[src/rtl/w7_ram_loader_pkg.sv]
// Shared constants and state encoding for the layer-7 weight store.
// Latency: n/a (declarations only).
// Backpressure: n/a (declarations only).
//
// Used by the loader (writer side) and by the read-side wrapper so both
// agree on row width, address width and number of rows per load.
package w7_ram_loader_pkg;

    localparam int W7_DATA_W        = 16;
    localparam int W7_WORDS_PER_ROW = 5;
    localparam int W7_ADDR_W        = 7;
    localparam int W7_DEPTH         = 120;
    localparam int W7_ROW_W         = W7_DATA_W * W7_WORDS_PER_ROW;

    // Loader FSM encoding.
    typedef enum logic [1:0] {
        W7_IDLE  = 2'd0,
        W7_LOAD  = 2'd1,
        W7_WRITE = 2'd2,
        W7_DONE  = 2'd3
    } w7_state_e;

endpackage

[src/rtl/w7_ram_loader.sv]
// Weight RAM loader: packs WORDS_PER_ROW input words into one row and writes rows 0..DEPTH-1.
// Latency: row write (w7_we) one cycle after the last word of the row is accepted; done one cycle after the last write.
// Backpressure: in_ready is high only in LOAD; it drops for the single WRITE cycle, so full rate is 1 row / (WORDS_PER_ROW+1) cycles.
//
// Ports:
//   clk, rst_n          clock, asynchronous active-low reset
//   start               one-cycle load request, honoured only in IDLE
//   in_data/in_valid    weight word stream; in_ready = word accepted this cycle
//   w7_we/w7_waddr/w7_wdata  registered RAM write port (one pulse per row)
//   busy                high from the cycle after start up to and including the done cycle
//   done                one-cycle pulse after the last row is written
module w7_ram_loader
    import w7_ram_loader_pkg::*;
#(
    parameter int DATA_W        = W7_DATA_W,
    parameter int WORDS_PER_ROW = W7_WORDS_PER_ROW,
    parameter int ADDR_W        = W7_ADDR_W,
    parameter int DEPTH         = W7_DEPTH
) (
    input  logic                            clk,
    input  logic                            rst_n,
    input  logic                            start,
    input  logic [DATA_W-1:0]               in_data,
    input  logic                            in_valid,
    output logic                            in_ready,
    output logic                            w7_we,
    output logic [ADDR_W-1:0]               w7_waddr,
    output logic [DATA_W*WORDS_PER_ROW-1:0] w7_wdata,
    output logic                            busy,
    output logic                            done
);

    localparam int ROW_W = DATA_W * WORDS_PER_ROW;
    localparam int CNT_W = (WORDS_PER_ROW > 1) ? $clog2(WORDS_PER_ROW) : 1;

    localparam logic [CNT_W-1:0]  LAST_WORD = CNT_W'(WORDS_PER_ROW - 1);
    localparam logic [ADDR_W-1:0] LAST_ROW  = ADDR_W'(DEPTH - 1);

    w7_state_e          state_q,    state_d;
    logic [CNT_W-1:0]   word_cnt_q, word_cnt_d;
    logic [ADDR_W-1:0]  row_cnt_q,  row_cnt_d;
    logic [ROW_W-1:0]   pack_q,     pack_d;
    logic               in_ready_q, in_ready_d;
    logic               we_q,       we_d;
    logic [ADDR_W-1:0]  waddr_q,    waddr_d;
    logic [ROW_W-1:0]   wdata_q,    wdata_d;
    logic               busy_q,     busy_d;
    logic               done_q,     done_d;
    logic               accept;

    // in_ready_q is itself only high in LOAD, but qualifying with the state
    // keeps the accept condition obviously tied to the FSM.
    assign accept = (state_q == W7_LOAD) && in_valid && in_ready_q;

    always_comb begin
        state_d    = state_q;
        word_cnt_d = word_cnt_q;
        row_cnt_d  = row_cnt_q;
        pack_d     = pack_q;
        waddr_d    = waddr_q;
        wdata_d    = wdata_q;

        case (state_q)
            W7_IDLE: begin
                if (start) begin
                    state_d    = W7_LOAD;
                    word_cnt_d = '0;
                    row_cnt_d  = '0;
                end
            end

            W7_LOAD: begin
                if (accept) begin
                    // First word of a row lands in the LSBs.
                    for (int k = 0; k < WORDS_PER_ROW; k++) begin
                        if (word_cnt_q == CNT_W'(k)) begin
                            pack_d[k*DATA_W +: DATA_W] = in_data;
                        end
                    end
                    if (word_cnt_q == LAST_WORD) begin
                        // Capture the completed row (including this word)
                        // straight into the write-port registers.
                        state_d = W7_WRITE;
                        waddr_d = row_cnt_q;
                        wdata_d = pack_d;
                    end else begin
                        word_cnt_d = word_cnt_q + CNT_W'(1);
                    end
                end
            end

            W7_WRITE: begin
                // Row counter stops at the last row rather than wrapping,
                // so DEPTH == 2**ADDR_W never revisits address 0.
                if (row_cnt_q == LAST_ROW) begin
                    state_d = W7_DONE;
                end else begin
                    state_d    = W7_LOAD;
                    row_cnt_d  = row_cnt_q + ADDR_W'(1);
                    word_cnt_d = '0;
                end
            end

            W7_DONE: begin
                state_d = W7_IDLE;
            end

            default: begin
                state_d = W7_IDLE;
            end
        endcase

        // Status outputs are decoded from the next state so that they are
        // registered yet line up exactly with the state they describe.
        in_ready_d = (state_d == W7_LOAD);
        we_d       = (state_d == W7_WRITE);
        busy_d     = (state_d != W7_IDLE);
        done_d     = (state_d == W7_DONE);
    end

    always_ff @(posedge clk or negedge rst_n) begin
        if (!rst_n) begin
            state_q    <= W7_IDLE;
            word_cnt_q <= '0;
            row_cnt_q  <= '0;
            pack_q     <= '0;
            in_ready_q <= 1'b0;
            we_q       <= 1'b0;
            waddr_q    <= '0;
            wdata_q    <= '0;
            busy_q     <= 1'b0;
            done_q     <= 1'b0;
        end else begin
            state_q    <= state_d;
            word_cnt_q <= word_cnt_d;
            row_cnt_q  <= row_cnt_d;
            pack_q     <= pack_d;
            in_ready_q <= in_ready_d;
            we_q       <= we_d;
            waddr_q    <= waddr_d;
            wdata_q    <= wdata_d;
            busy_q     <= busy_d;
            done_q     <= done_d;
        end
    end

    assign in_ready = in_ready_q;
    assign w7_we    = we_q;
    assign w7_waddr = waddr_q;
    assign w7_wdata = wdata_q;
    assign busy     = busy_q;
    assign done     = done_q;

endmodule

[config.mk]
export PLATFORM = sky130hd
export DESIGN_NAME = w7_ram_loader
export DESIGN_NICKNAME = d
export VERILOG_FILES = /design/src/rtl/w7_ram_loader_pkg.sv /design/src/rtl/w7_ram_loader.sv
export SDC_FILE = /design/constraint.sdc
export NUM_CORES = 1
export LEC_CHECK = 0
export ABC_AREA = 1
export ABC_CLOCK_PERIOD_IN_PS = 3600
export CORE_MARGIN = 5
export CORE_UTILIZATION = 58
export DETAILED_ROUTE_END_ITERATION = 7
export GPL_TIMING_DRIVEN = 0
export PLACE_DENSITY = 0.85
export SLEW_MARGIN = 10
export SYNTH_ARGS = -nofsm -noshare
export SYNTH_HDL_FRONTEND = slang
export SYNTH_SLANG_ARGS = --single-unit
[constraint.sdc]
create_clock -name clk -period 3.6 [get_ports clk]
set_input_delay 0.72 -clock clk [delete_from_list [all_inputs] [get_ports clk]]
set_output_delay 0.72 -clock clk [all_outputs]
set_load 0.01 [all_outputs]
==> reports/metrics.csv <==
metric;value;unit
CTS Buffer Depth;2;
reg2reg start;word_cnt_q[0]$_DFFE_PN0P_;
area occupied by multi-input gates;2620;um^2
WP depth;1;
Syn Nets;830;
Post-Syn Instances;804;
number of global-route vias before repair;5950;
delay of the slowest critical-path stage;0.56;ns
Overflow after GRT;0;
Die X;121;um
final hold viol count;0;
Die Height;121;um
Flop pwr share;0.371;
crit-path leading delay family;buffers and inverters;
CP Buf/Inv Count;1;
critical setup path kind;reg -> out;
worst setup path start;w7_wdata[76]$_DFFE_PN0P_;
PD cells;895;nW/um^2
hold crit path type;in -> async;
# setup viols final;0;
top cells by area, synth;dfrtp_1 (58%), nand2_1 (19%), mux2_2 (7.5%);
Slew Limit Fails;0;
drt first pass iters;6;
Worst path slowest cell;clkdlybuf4s50_1;
Hold WS;0.239;ns
Post-Syn Area;7200;um^2
commonest cells in the netlist;nand2_1 (370), dfrtp_1 (167), o21ai_0 (87), inv_1 (48), mux2_2 (48);
Placement Rows;40;
ANT cells;0;
Final Skew;0.00625;ns
combinational cell fraction of total power;0.392;
Cell Int Power;5.38;mW
DR WL met2;8.91;mm
Tmin final;2.11;ns
max cap viols;0;
Critical Path AT;1.39;ns
Net Sw Frac;0.344;
core area;12100;um^2
Post-DRT Antenna Nets;0;
Synth top area share;0.580;
CTS Sinks;167;
CTS clk-pin slew, worst paths;0.06;ns
crit-path cells;clkdlybuf4s50_1;
placed cells;1083;
Sw Pwr;2.83;mW
Final Cycle Share;0.587;
top sig layer;met4;
Final Non-Filler Cells;1115;
Synth Flop Type;dfrtp_1;
Post-synth EDFFs;0;
hold_buf cts;0;
initial core utilization;0.595;
total power;8.21;mW
Seq cells post-synth;167;
Worst Tran Pin Value;0.560;ns
1st-iter DRT viols;688;
outcome;finished clean;
Ys Warns;0;
Via Count;6053;
H-Tree Level Count;4;
IO Count;111;
Lkg Pwr;4.60;nW
postcts setup bufs;0;
layout cells sized above 1;0.118;
syn_area_per_cell;8.96;um^2
DR WL/cell;16.6;um
Fillers;816;
startpoint types;register;
WL met3;1.49;mm
largest net degree at the start of global routing;92;
Root Driver;clkbuf_16;
maximum VDD drop;0.000374;V
DPL Wire Length;12.8;mm
M1 WL;7.55;mm
TNS Setup;0;ns
worst r2r path cells;6;
vias per inst;5.43;
first-pass GRT wire length;30.2;mm
clock latency on the worst-skew pair;0.44;ns
part of the power in the clock network;0.237;
Rel. slew slack;0.627;
initial antenna violation count;0;
final instance area;9180;um^2
Seq. cell area;4180;um^2
RSZ-0062 raised after global routing;false;
count leader, synth;nand2_1;
Max Fanout on Critical Path;2;
die area;14700;um^2
Port Buf Inserts;110;
final wirelength;18.5;mm
nets@finish;960;
area leader, netlist;dfrtp_1;
Post-DP Area;8540;um^2
part of the Yosys area used for sequential elements;0.580;
CTS tree;yes;
GRT Overall Usage;0.266;
synth unique cells;20;
CTS Buf Count;17;
ys async rst share;1.00;
Final Wtd Congestion;0.820;
cts repair resizes;0;
Worst setup EP type;output port;
Area Growth Syn to Fin;27.5;%
Residual DRC;0;
Required @ worst endpoint;2.88;ns
Peak Freq;0.473;GHz
power by group through the flow:
stage | logic (mW) | registers (mW) | clock network (mW)
2_1_floorplan | 1.63 | 3.18 | 0
3_3_place_gp | 3.05 | 3.03 | 0
3_5_place_dp | 3.18 | 3.06 | 0
4_1_cts | 3.22 | 3.04 | 1.95
5_1_grt | 3.55 | 3.14 | 2.05
6_report | 3.22 | 3.05 | 1.95
worst paths after layout:
| check | to | slack, ns |
|---|---|---|
| max | w7_wdata[76] | 1.49 |
| min | w7_wdata[45]$_DFFE_PN0P_ | 0.24 |
| max reg2reg | pack_q[46]$_DFFE_PN0P_ | 1.70 |
| min reg2reg | w7_wdata[64]$_DFFE_PN0P_ | 0.48 |
| max in group asynchronous | pack_q[62]$_DFFE_PN0P_ | 2.52 |
| min in group clk | w7_wdata[64]$_DFFE_PN0P_ | 0.48 |
kinds of logic (layout without fill, tap and decap cells):
group	after synthesis	count (layout)	share of synthesized area
mux	48	48	0.0751
fa+ha+maj	6	6	0.0104
flops	167	167	0.580
buf+inv	90	233	0.0553
xor+xnor	2	2	0.00243
compound gates	89	89	0.0619
simple gates	402	402	0.215
through the flow:
step / utilization / setup WS, ns
after floorplan: - / 1.95
after CTS: 0.758 / 1.49
after global placement: 0.703 / -4.80
final: 0.758 / 1.49
after global routing: 0.758 / 1.46
after detailed placement: 0.705 / 1.17
final cells by class:
| cell class | instances | area share |
|---|---|---|
| inverters | 49 | 0.0200 |
| clock inverters | 9 | 0.0158 |
| repair buffers | 111 | 0.124 |
| plain buffers | 41 | 0.0233 |
| well taps | 168 | 0.0229 |
| multi-input cells | 547 | 0.286 |
| flip-flops and latches | 167 | 0.455 |
| clock buffers | 23 | 0.0532 |
cell usage in the layout (no fill, tap or decap), drive strengths merged, types with 4 or more instances in the layout:
cell type,instances
clkdlybuf4s50,109
inv,49
ha,6
dfrtp,167
clkbuf,36
nand2,371
buf,30
bufinv,4
clkinv,5
nand3,12
mux2,48
nor2,16
o21ai,87
registers in the layout, summed over array words and instances (netlist names):
name / count
in_ready: 1
w7_wdata: 80
busy: 1
row_cnt_q: 7
done: 1
word_cnt_q: 3
w7_waddr: 7
pack_q: 64
state_q: 2
w7_we: 1
layer usage:
layer / vias up / global-route usage
li1: 2790 / -
met1: 2951 / 0.364
met2: 269 / 0.410
met3: 43 / 0.0559
met4: 0 / 0.122
met5: - / 0
Note: power is estimated with default switching activity, not from simulation.
